File: src/rtl/i2c_slave_if.sv
// I2C target bus-side bundle: pins, own-address config and byte-level handshake.
// The slave modport is used by i2c_slave; the master modport by whatever drives it.
interface i2c_slave_if;
  logic       en_i;
  logic [6:0] own_addr_i;
  logic       scl_i;
  logic       sda_i;
  logic       sda_o;
  logic [7:0] rx_data_o;
  logic       rx_valid_o;
  logic [7:0] tx_data_i;
  logic       tx_req_o;
  logic       dir_o;
  logic       busy_o;
  logic       nack_o;
  logic       stop_o;

  modport slave (
    input  en_i, own_addr_i, scl_i, sda_i, tx_data_i,
    output sda_o, rx_data_o, rx_valid_o, tx_req_o, dir_o, busy_o, nack_o, stop_o
  );

  modport master (
    output en_i, own_addr_i, scl_i, sda_i, tx_data_i,
    input  sda_o, rx_data_o, rx_valid_o, tx_req_o, dir_o, busy_o, nack_o, stop_o
  );
endinterface

File: src/rtl/i2c_slave.sv
// I2C target: oversampled SCL/SDA, START/STOP detection, 7-bit address match, byte RX/TX.
// Optional glitch filter on both lines is built when I2C_SLAVE_GLITCH_FILTER_EN is defined.
module i2c_slave #(
  parameter int DATA_WIDTH = 8,
  parameter int ADDR_WIDTH = 7,
  parameter int FILTER_LEN = 4
) (
  input  logic        clk_i,
  input  logic        s_rst_i,
  i2c_slave_if.slave  bus
);

  typedef enum logic [2:0] {
    ST_IDLE      = 3'd0,
    ST_ADDR      = 3'd1,
    ST_ADDR_ACK  = 3'd2,
    ST_RX_DATA   = 3'd3,
    ST_RX_ACK    = 3'd4,
    ST_TX_DATA   = 3'd5,
    ST_TX_ACK    = 3'd6,
    ST_WAIT_STOP = 3'd7
  } state_e;

  if (DATA_WIDTH != 8 || ADDR_WIDTH != 7 || FILTER_LEN < 1) begin : g_cfg_check
    $error("i2c_slave: only DATA_WIDTH=8, ADDR_WIDTH=7, FILTER_LEN>=1 are supported");
  end

  logic [1:0] scl_sync_q, scl_sync_d;
  logic [1:0] sda_sync_q, sda_sync_d;
  logic       scl_c, sda_c;
  logic       scl_prev_q, scl_prev_d;
  logic       sda_prev_q, sda_prev_d;

  // Two-stage synchronizers and the edge-detect history registers.
  always_comb begin
    scl_sync_d = {scl_sync_q[0], bus.scl_i};
    sda_sync_d = {sda_sync_q[0], bus.sda_i};
    scl_prev_d = scl_c;
    sda_prev_d = sda_c;
  end

  // Synchronizer/edge flops reset high so an idle bus produces no spurious events.
  always_ff @(posedge clk_i) begin
    if (s_rst_i) begin
      scl_sync_q <= 2'b11;
      sda_sync_q <= 2'b11;
      scl_prev_q <= 1'b1;
      sda_prev_q <= 1'b1;
    end else begin
      scl_sync_q <= scl_sync_d;
      sda_sync_q <= sda_sync_d;
      scl_prev_q <= scl_prev_d;
      sda_prev_q <= sda_prev_d;
    end
  end

`ifdef I2C_SLAVE_GLITCH_FILTER_EN
  localparam int FCNT_W = $clog2(FILTER_LEN + 1);

  logic [FCNT_W-1:0] scl_fcnt_q, scl_fcnt_d, sda_fcnt_q, sda_fcnt_d;
  logic              scl_filt_q, scl_filt_d, sda_filt_q, sda_filt_d;

  // Output follows the input only after FILTER_LEN consecutive differing samples.
  function automatic logic [FCNT_W:0] filt_step(input logic in_v, input logic out_v,
                                                input logic [FCNT_W-1:0] cnt_v);
    logic [FCNT_W:0] res;
    if (in_v == out_v) begin
      res = {out_v, {FCNT_W{1'b0}}};
    end else if (cnt_v == FCNT_W'(FILTER_LEN - 1)) begin
      res = {in_v, {FCNT_W{1'b0}}};
    end else begin
      res = {out_v, cnt_v + FCNT_W'(1)};
    end
    return res;
  endfunction

  // Glitch-filter next state for both lines.
  always_comb begin
    {scl_filt_d, scl_fcnt_d} = filt_step(scl_sync_q[1], scl_filt_q, scl_fcnt_q);
    {sda_filt_d, sda_fcnt_d} = filt_step(sda_sync_q[1], sda_filt_q, sda_fcnt_q);
  end

  // Glitch-filter registers.
  always_ff @(posedge clk_i) begin
    if (s_rst_i) begin
      scl_filt_q <= 1'b1;
      sda_filt_q <= 1'b1;
      scl_fcnt_q <= {FCNT_W{1'b0}};
      sda_fcnt_q <= {FCNT_W{1'b0}};
    end else begin
      scl_filt_q <= scl_filt_d;
      sda_filt_q <= sda_filt_d;
      scl_fcnt_q <= scl_fcnt_d;
      sda_fcnt_q <= sda_fcnt_d;
    end
  end

  assign scl_c = scl_filt_q;
  assign sda_c = sda_filt_q;
`else
  assign scl_c = scl_sync_q[1];
  assign sda_c = sda_sync_q[1];
`endif

  logic scl_rise, scl_fall, start_evt, stop_evt;
  assign scl_rise  = scl_c & ~scl_prev_q;
  assign scl_fall  = ~scl_c & scl_prev_q;
  assign start_evt = scl_c & scl_prev_q & ~sda_c & sda_prev_q;
  assign stop_evt  = scl_c & scl_prev_q & sda_c & ~sda_prev_q;

  state_e                state_q, state_d;
  logic [2:0]            bit_cnt_q, bit_cnt_d;
  logic [DATA_WIDTH-1:0] shift_q, shift_d;
  logic [DATA_WIDTH-1:0] in_byte;
  logic                  byte_done_q, byte_done_d;
  logic                  sda_o_q, sda_o_d;
  logic [DATA_WIDTH-1:0] rx_data_q, rx_data_d;
  logic                  rx_valid_q, rx_valid_d;
  logic                  tx_req_q, tx_req_d;
  logic                  nack_q, nack_d;
  logic                  stop_q, stop_d;
  logic                  busy_q, busy_d;
  logic                  dir_q, dir_d;

  assign in_byte = {shift_q[DATA_WIDTH-2:0], sda_c};

  // Protocol FSM: START/STOP first, then per-state SCL edge handling.
  always_comb begin
    state_d     = state_q;
    bit_cnt_d   = bit_cnt_q;
    shift_d     = shift_q;
    byte_done_d = byte_done_q;
    sda_o_d     = sda_o_q;
    rx_data_d   = rx_data_q;
    rx_valid_d  = 1'b0;
    tx_req_d    = 1'b0;
    nack_d      = 1'b0;
    stop_d      = 1'b0;
    busy_d      = busy_q;
    dir_d       = dir_q;

    if (start_evt) begin
      state_d     = ST_ADDR;
      bit_cnt_d   = 3'd0;
      byte_done_d = 1'b0;
      sda_o_d     = 1'b1;
      busy_d      = 1'b0;
    end else if (stop_evt) begin
      state_d     = ST_IDLE;
      bit_cnt_d   = 3'd0;
      byte_done_d = 1'b0;
      sda_o_d     = 1'b1;
      busy_d      = 1'b0;
      stop_d      = busy_q;
    end else begin
      case (state_q)
        ST_ADDR: begin
          // byte_done_q marks "address matched, ACK goes out at the next SCL fall".
          if (scl_rise && !byte_done_q) begin
            shift_d   = in_byte;
            bit_cnt_d = bit_cnt_q + 3'd1;
            if (bit_cnt_q == 3'd7) begin
              if (in_byte[DATA_WIDTH-1:DATA_WIDTH-ADDR_WIDTH] == bus.own_addr_i && bus.en_i) begin
                dir_d       = in_byte[0];
                busy_d      = 1'b1;
                byte_done_d = 1'b1;
              end else begin
                state_d = ST_WAIT_STOP;
              end
            end else begin
            end
          end else if (scl_fall && byte_done_q) begin
            byte_done_d = 1'b0;
            sda_o_d     = 1'b0;
            state_d     = ST_ADDR_ACK;
          end else begin
          end
        end
        ST_ADDR_ACK: begin
          if (scl_fall) begin
            sda_o_d   = 1'b1;
            bit_cnt_d = 3'd0;
            if (dir_q) begin
              tx_req_d = 1'b1;
              state_d  = ST_TX_DATA;
            end else begin
              state_d = ST_RX_DATA;
            end
          end else begin
          end
        end
        ST_RX_DATA: begin
          if (scl_rise && !byte_done_q) begin
            shift_d   = in_byte;
            bit_cnt_d = bit_cnt_q + 3'd1;
            if (bit_cnt_q == 3'd7) begin
              rx_data_d   = in_byte;
              rx_valid_d  = 1'b1;
              byte_done_d = 1'b1;
            end else begin
            end
          end else if (scl_fall && byte_done_q) begin
            byte_done_d = 1'b0;
            sda_o_d     = 1'b0;
            state_d     = ST_RX_ACK;
          end else begin
          end
        end
        ST_RX_ACK: begin
          if (scl_fall) begin
            sda_o_d   = 1'b1;
            bit_cnt_d = 3'd0;
            state_d   = ST_RX_DATA;
          end else begin
          end
        end
        ST_TX_DATA: begin
          // tx_data_i is taken while tx_req_o is high; its MSB goes straight onto SDA.
          if (tx_req_q) begin
            shift_d   = bus.tx_data_i;
            sda_o_d   = bus.tx_data_i[DATA_WIDTH-1];
            bit_cnt_d = 3'd0;
          end else if (scl_fall) begin
            if (bit_cnt_q == 3'd7) begin
              sda_o_d     = 1'b1;
              bit_cnt_d   = 3'd0;
              byte_done_d = 1'b0;
              state_d     = ST_TX_ACK;
            end else begin
              sda_o_d   = shift_q[DATA_WIDTH-2];
              shift_d   = {shift_q[DATA_WIDTH-2:0], 1'b0};
              bit_cnt_d = bit_cnt_q + 3'd1;
            end
          end else begin
          end
        end
        ST_TX_ACK: begin
          if (scl_rise && !byte_done_q) begin
            if (sda_c) begin
              nack_d  = 1'b1;
              state_d = ST_WAIT_STOP;
            end else begin
              byte_done_d = 1'b1;
            end
          end else if (scl_fall && byte_done_q) begin
            byte_done_d = 1'b0;
            tx_req_d    = 1'b1;
            state_d     = ST_TX_DATA;
          end else begin
          end
        end
        ST_IDLE, ST_WAIT_STOP: begin
          sda_o_d = 1'b1;
        end
        default: begin
          state_d = ST_IDLE;
          sda_o_d = 1'b1;
        end
      endcase
    end
  end

  // FSM, shifter and registered outputs.
  always_ff @(posedge clk_i) begin
    if (s_rst_i) begin
      state_q     <= ST_IDLE;
      bit_cnt_q   <= 3'd0;
      shift_q     <= {DATA_WIDTH{1'b0}};
      byte_done_q <= 1'b0;
      sda_o_q     <= 1'b1;
      rx_data_q   <= {DATA_WIDTH{1'b0}};
      rx_valid_q  <= 1'b0;
      tx_req_q    <= 1'b0;
      nack_q      <= 1'b0;
      stop_q      <= 1'b0;
      busy_q      <= 1'b0;
      dir_q       <= 1'b0;
    end else begin
      state_q     <= state_d;
      bit_cnt_q   <= bit_cnt_d;
      shift_q     <= shift_d;
      byte_done_q <= byte_done_d;
      sda_o_q     <= sda_o_d;
      rx_data_q   <= rx_data_d;
      rx_valid_q  <= rx_valid_d;
      tx_req_q    <= tx_req_d;
      nack_q      <= nack_d;
      stop_q      <= stop_d;
      busy_q      <= busy_d;
      dir_q       <= dir_d;
    end
  end

  assign bus.sda_o      = sda_o_q;
  assign bus.rx_data_o  = rx_data_q;
  assign bus.rx_valid_o = rx_valid_q;
  assign bus.tx_req_o   = tx_req_q;
  assign bus.dir_o      = dir_q;
  assign bus.busy_o     = busy_q;
  assign bus.nack_o     = nack_q;
  assign bus.stop_o     = stop_q;

endmodule

File: src/flat_wrapper.sv
// flat-port wrapper written by rule: the top's interface ports become plain ports
module i2c_slave_flat 
#(
  parameter int DATA_WIDTH = 8,
  parameter int ADDR_WIDTH = 7,
  parameter int FILTER_LEN = 4
)
  (clk_i, s_rst_i, bus_en_i, bus_own_addr_i, bus_scl_i, bus_sda_i, bus_tx_data_i, bus_sda_o, bus_rx_data_o, bus_rx_valid_o, bus_tx_req_o, bus_dir_o, bus_busy_o, bus_nack_o, bus_stop_o);
  i2c_slave_if bus_i ();
  input  logic clk_i;
  input  logic s_rst_i;
  input wire logic [$bits(bus_i.en_i)-1:0] bus_en_i;
  input wire logic [$bits(bus_i.own_addr_i)-1:0] bus_own_addr_i;
  input wire logic [$bits(bus_i.scl_i)-1:0] bus_scl_i;
  input wire logic [$bits(bus_i.sda_i)-1:0] bus_sda_i;
  input wire logic [$bits(bus_i.tx_data_i)-1:0] bus_tx_data_i;
  output wire logic [$bits(bus_i.sda_o)-1:0] bus_sda_o;
  output wire logic [$bits(bus_i.rx_data_o)-1:0] bus_rx_data_o;
  output wire logic [$bits(bus_i.rx_valid_o)-1:0] bus_rx_valid_o;
  output wire logic [$bits(bus_i.tx_req_o)-1:0] bus_tx_req_o;
  output wire logic [$bits(bus_i.dir_o)-1:0] bus_dir_o;
  output wire logic [$bits(bus_i.busy_o)-1:0] bus_busy_o;
  output wire logic [$bits(bus_i.nack_o)-1:0] bus_nack_o;
  output wire logic [$bits(bus_i.stop_o)-1:0] bus_stop_o;
  assign bus_i.en_i = bus_en_i;
  assign bus_i.own_addr_i = bus_own_addr_i;
  assign bus_i.scl_i = bus_scl_i;
  assign bus_i.sda_i = bus_sda_i;
  assign bus_i.tx_data_i = bus_tx_data_i;
  assign bus_sda_o = bus_i.sda_o;
  assign bus_rx_data_o = bus_i.rx_data_o;
  assign bus_rx_valid_o = bus_i.rx_valid_o;
  assign bus_tx_req_o = bus_i.tx_req_o;
  assign bus_dir_o = bus_i.dir_o;
  assign bus_busy_o = bus_i.busy_o;
  assign bus_nack_o = bus_i.nack_o;
  assign bus_stop_o = bus_i.stop_o;
  i2c_slave #(.DATA_WIDTH(DATA_WIDTH), .ADDR_WIDTH(ADDR_WIDTH), .FILTER_LEN(FILTER_LEN)) u_core (.clk_i(clk_i), .s_rst_i(s_rst_i), .bus(bus_i));
endmodule
File: config.mk
export PLATFORM = sky130hd
export DESIGN_NAME = i2c_slave_flat
export DESIGN_NICKNAME = d
export VERILOG_FILES = /design/src/rtl/i2c_slave_if.sv /design/src/rtl/i2c_slave.sv /design/src/flat_wrapper.sv
export SDC_FILE = /design/constraint.sdc
export NUM_CORES = 1
export LEC_CHECK = 0
export BUFFER_PORTS_ARGS = -buffer_cell sky130_fd_sc_hd__buf_4
export CAP_MARGIN = 20
export CORE_AREA = 2 2 60 76
export DETAILED_ROUTE_END_ITERATION = 6
export DIE_AREA = 0 0 62 78
export PLACE_DENSITY = 0.7
export SKIP_CTS_REPAIR_TIMING = 1
export SYNTH_ARGS = -nofsm -noshare
export SYNTH_HDL_FRONTEND = slang
export SYNTH_SLANG_ARGS = --single-unit
File: constraint.sdc
create_clock -name clk_i -period 2.4 [get_ports clk_i]
set_input_delay 0.36 -clock clk_i [delete_from_list [all_inputs] [get_ports clk_i]]
set_output_delay 0.36 -clock clk_i [all_outputs]
set_load 0.02 [all_outputs]
==> impl.org <==
** Run status
- Result of the run :: complete, no violations

** Pwr
- After layout, the design draws a total of 1.092 mW.
- For this design the ratio of total power to cell area is approximately 470 nW/um2.
- IR analysis of the VDD net gives a maximum drop of 0.4190 mV.
- Summed over all cells, the static leakage comes to 0.8669 nW.

** Timing
- Setup repair after global routing left no endpoint under its margin.
- Sum of negative setup slack :: 0 ns
- Final-report setup violation count :: 0
- Worst hold slack :: 0.2530 ns
- Headroom to the max-slew limit came out at 61.77%.
- Transition time of the tightest slew-check pin :: 0.5727 ns
- Final WS setup :: ~0.34 ns
- FMAX :: 0.4851 GHz
- In the finished design, the share of the clock period the worst path needs comes to 85.89%.
- Final setup skew :: between 0.006 and 0.007 ns
- Max-slew violation count :: 0
- The number of hold violations in the final report came to 0.
- Minimum period implied by the final worst setup slack :: 2.061 ns

** Floorplanning
- The floorplan has 26 rows.
- 35 I/O pins were placed.
- DIE HEIGHT :: ~80 um
- Horizontal die dimension :: 62 um
- The region available for standard cell placement spans 4066 um2.
- Starting density of the core :: approximately half
- The die covers 4836 um2.

** Placed design
- The congestion estimate from routability-driven global placement came to roughly 0.85.
- The placed instances occupy a cell area of approximately 2200 um2.
- The number of placed instances, taps included, is approximately 300.
- Post-Place Setup Slack :: 0.3877 ns
- Number of buffers added on ports :: 34
- HPWL Detailed :: a little over 3000 um

** Finish
- Summing all flip-flop and latch instances after layout gives 700.7 um2.
- FILL cells :: 371
- After routing the design area is 2301 um2.
- Summing all multi-input logic gate instances after layout gives roughly 1200 um2.
- In the final layout, the share of cells above drive strength 1 is 24.29%.
- The area growth from synthesis to layout is 17.13%.
- Final antenna diode count :: 0
- The net count of the finished layout is 268.
- Once layout is complete, the cells apart from fillers number 303.
- Share of the core filled with cells in the final layout :: 56.58%

** Critical path
- Worst path arrival time :: 2.24 ns
- The setup check on the worst reg-to-reg path leaves a slack of 0.34 ns.
- The worst register-to-register path ends at u_core.byte_done_q.
- Grouping stages by cell kind, the critical path spends the most delay in compound AO/OA/AOI/OAI gates.
- Largest driver fanout on the critical path :: 19
- Startpoint of the most critical setup path :: u_core.state_q[1]
- In this run the critical register-to-register path is launched from u_core.state_q[1].
- Critical path capture point :: u_core.byte_done_q
- Cells along the critical path :: inv_1 > nand3_1 > o211ai_1 > a2111o_1 > a32o_1
- Category of the worst setup path launch point :: register
- The worst setup path is captured at a register.
- Critical Path RT :: between 2 and 3 ns
- Highest-delay cell along the critical path :: dfxtp_1
- The worst register-to-register path has a depth of 5.
- Maximum single-stage delay on the critical path :: 0.69 ns
- The critical path is of the reg -> reg type.
- Path length in cells of the critical path :: 5
- Together, buffers and inverters on the worst path number 1.

** Clock tree
- Clock-pin slew reported for the worst setup and hold paths after clock tree synthesis :: 0.07 ns
- The later pin in the worst-skew pair is clocked with a latency of 0.28 ns.
- TritonCTS built the clock tree.
- Root buf cell :: clkbuf_8
- Max clock buf depth :: 2
- TritonCTS Sinks :: 35
- H-tree lvl count :: 2
- TritonCTS created 5 clock buffers.

** Routing
- Number of vias after detailed routing :: 1,678
- Dividing the detail-routed wire length by the instance count gives 14.23 um.
- In this run, the number of DRC markers left after iteration 0 of detailed routing was 67.
- Mean number of vias per cell :: 5.538
- The detail route stage leaves a number of antenna-violating nets equal to 0.
- Count of unresolved DRC violations after routing :: 0
- Before antenna repair, the detailed router went through 4 iterations.
- The final layout contains routed wiring with a total length of 4312 um.

** Synthesis
- #FFs+latches synth :: 35
- Top flip-flop cell by instance count after synthesis :: dfxtp_1
- Cell taking the most area after synthesis :: dfxtp_1
- In this run, synthesis inferred 0 flip-flops with an integrated enable.
- The top cell type by area accounts for 35.67% of the synthesized area.
- The number of nets in the synthesized netlist is 241.
- Number of distinct library cell variants in the gate-level netlist after synthesis :: 54
- Sorting the synthesized cells by area gives the leading types as dfxtp_1 36%, mux2i_1 9.7%, a21oi_1 4.1%.
- In the synthesized netlist, the number of instances is 219.
- Mapped Area :: a little under 2000 um2
- The average instance in the mapped netlist occupies 8.970 um2.
- After synthesis, the share of flip-flops with an asynchronous set or reset is 0%.
- Of the synthesized area, sequential elements account for between 30 and 40%.
- For this run, the number of Yosys warnings is 0.

** Global routing
- Pin count of the biggest net entering global routing :: 30
- The number of antenna violations at the first check in global routing is 0.
- GR Overflow Total :: 0
- The number of global-route vias before repair came to 1,508.
- The first global-routing pass estimated 7307 um of wire.
- Across every metal layer, demand over resource in global routing totals 19.86%.

** Run
- Maximum Capacitance Violations :: 0

** Hold path
- In this run the worst hold path is classified as in -> reg.
- Worst hold path stage count :: 2
[flip-flops by register name (all words and copies together), names as in the netlist]
signal                 count
u_core.bit_cnt_q           3
u_core.bus.busy_o          1
u_core.bus.dir_o           1
u_core.bus.nack_o          1
u_core.bus.rx_data_o       8
u_core.bus.rx_valid_o      1
u_core.bus.sda_o           1
u_core.bus.stop_o          1
u_core.bus.tx_req_o        1
u_core.byte_done_q         1
u_core.scl_prev_q          1
u_core.scl_sync_q          2
u_core.sda_prev_q          1
u_core.sda_sync_q          2
u_core.shift_q             7
u_core.state_q             3
[kinds of logic (layout without fill, tap and decap cells)]
family	Yosys count	after routing	synth area share, %
and+or+nand+nor	79	79	23.95
AOI/OAI and AO/OA	56	56	20.19
muxes	19	19	9.681
xor gates and xnor gates	9	9	4.013
DFF	35	35	35.67
adders and majority gates	2	2	1.274
buffers and inverters	19	47	5.223
[how the worst min path moves through the flow]
| stage | from | slack [ns] | endpoint |
|---|---|---|---|
| 2_1_floorplan | u_core.scl_sync_q[0] | 0.39 | u_core.scl_sync_q[1] |
| 3_3_place_gp | u_core.sda_sync_q[0] | 0.39 | u_core.sda_sync_q[1] |
| 3_5_place_dp | u_core.sda_sync_q[0] | 0.39 | u_core.sda_sync_q[1] |
| 4_1_cts | bus_sda_i | 0.24 | u_core.sda_sync_q[0] |
| 5_1_grt | bus_sda_i | 0.25 | u_core.sda_sync_q[0] |
| 6_report | bus_sda_i | 0.25 | u_core.sda_sync_q[0] |
[report_power, final]
part / internal [mW] / switching (mW)
Clock: 0.198 / 0.212
Combinational: 0.0460 / 0.0382
Sequential: 0.586 / 0.0113
Total: 0.831 / 0.262
[final cells by class]
type                       count  share of cell area [%]
clock inverter                 3                  0.6525
inverter                       2                  0.3263
sequential                    35                   30.45
clock buffer                   5                   2.991
multi-input combinational    165                   50.46
tap                           56                   3.045
timing repair buffer          37                   12.07
[Yosys cell counts, types with 2 or more instances]
master / number
dfxtp_1: 35
nor2_1: 21
mux2i_1: 19
a21oi_1: 16
nand2_1: 10
o21ai_0: 9
xnor2_1: 9
or2_2: 8
buf_2: 7
a311oi_1: 6
clkbuf_1: 6
nand2b_1: 6
nand3_1: 4
nor2b_1: 4
nor3_1: 4
a21o_1: 3
nand4_1: 3
o211ai_1: 3
a211oi_1: 2
and3b_1: 2
buf_4: 2
buf_6: 2
ha_1: 2
inv_1: 2
nand3b_1: 2
nor4_1: 2
nor4b_1: 2
o22ai_1: 2
[worst register-to-register path, delay by kind of cell, from the launching register on]
kind,cells,cell delay (ns)
AOI/OAI and AO/OA,3,0.79
DFF,1,0.69
and+or+nand+nor,1,0.27
buffers and inverters,1,0.22
[layer usage]
metal | up-vias | global-route usage (%) | wire length [um]
met4 | 0 | 7.660 | 76
met1 | 753 | 26.56 | 1924
li1 | 856 | - | -
met5 | - | 0 | 0
met3 | 7 | 4.833 | 236
met2 | 62 | 30.10 | 2074
[layout by cell type (no fill, tap or decap), types with 2 or more instances in the layout]
| cell | Yosys | final |
|---|---|---|
| a211oi_1 | 2 | 2 |
| a21o_1 | 3 | 3 |
| a21oi_1 | 16 | 16 |
| a311oi_1 | 6 | 6 |
| and3b_1 | 2 | 2 |
| buf_4 | 2 | 37 |
| clkbuf_8 | 0 | 5 |
| clkinv_2 | 0 | 3 |
| dfxtp_1 | 35 | 35 |
| ha_1 | 2 | 2 |
| inv_1 | 2 | 2 |
| mux2i_1 | 19 | 19 |
| nand2_1 | 10 | 10 |
| nand2b_1 | 6 | 6 |
| nand3_1 | 4 | 4 |
| nand3b_1 | 2 | 2 |
| nand4_1 | 3 | 3 |
| nor2_1 | 21 | 21 |
| nor2b_1 | 4 | 4 |
| nor3_1 | 4 | 4 |
| nor4_1 | 2 | 2 |
| nor4b_1 | 2 | 2 |
| o211ai_1 | 3 | 3 |
| o21ai_0 | 9 | 9 |
| o22ai_1 | 2 | 2 |
| or2_2 | 8 | 8 |
| xnor2_1 | 9 | 9 |
Note: power is estimated with default switching activity, not from simulation.
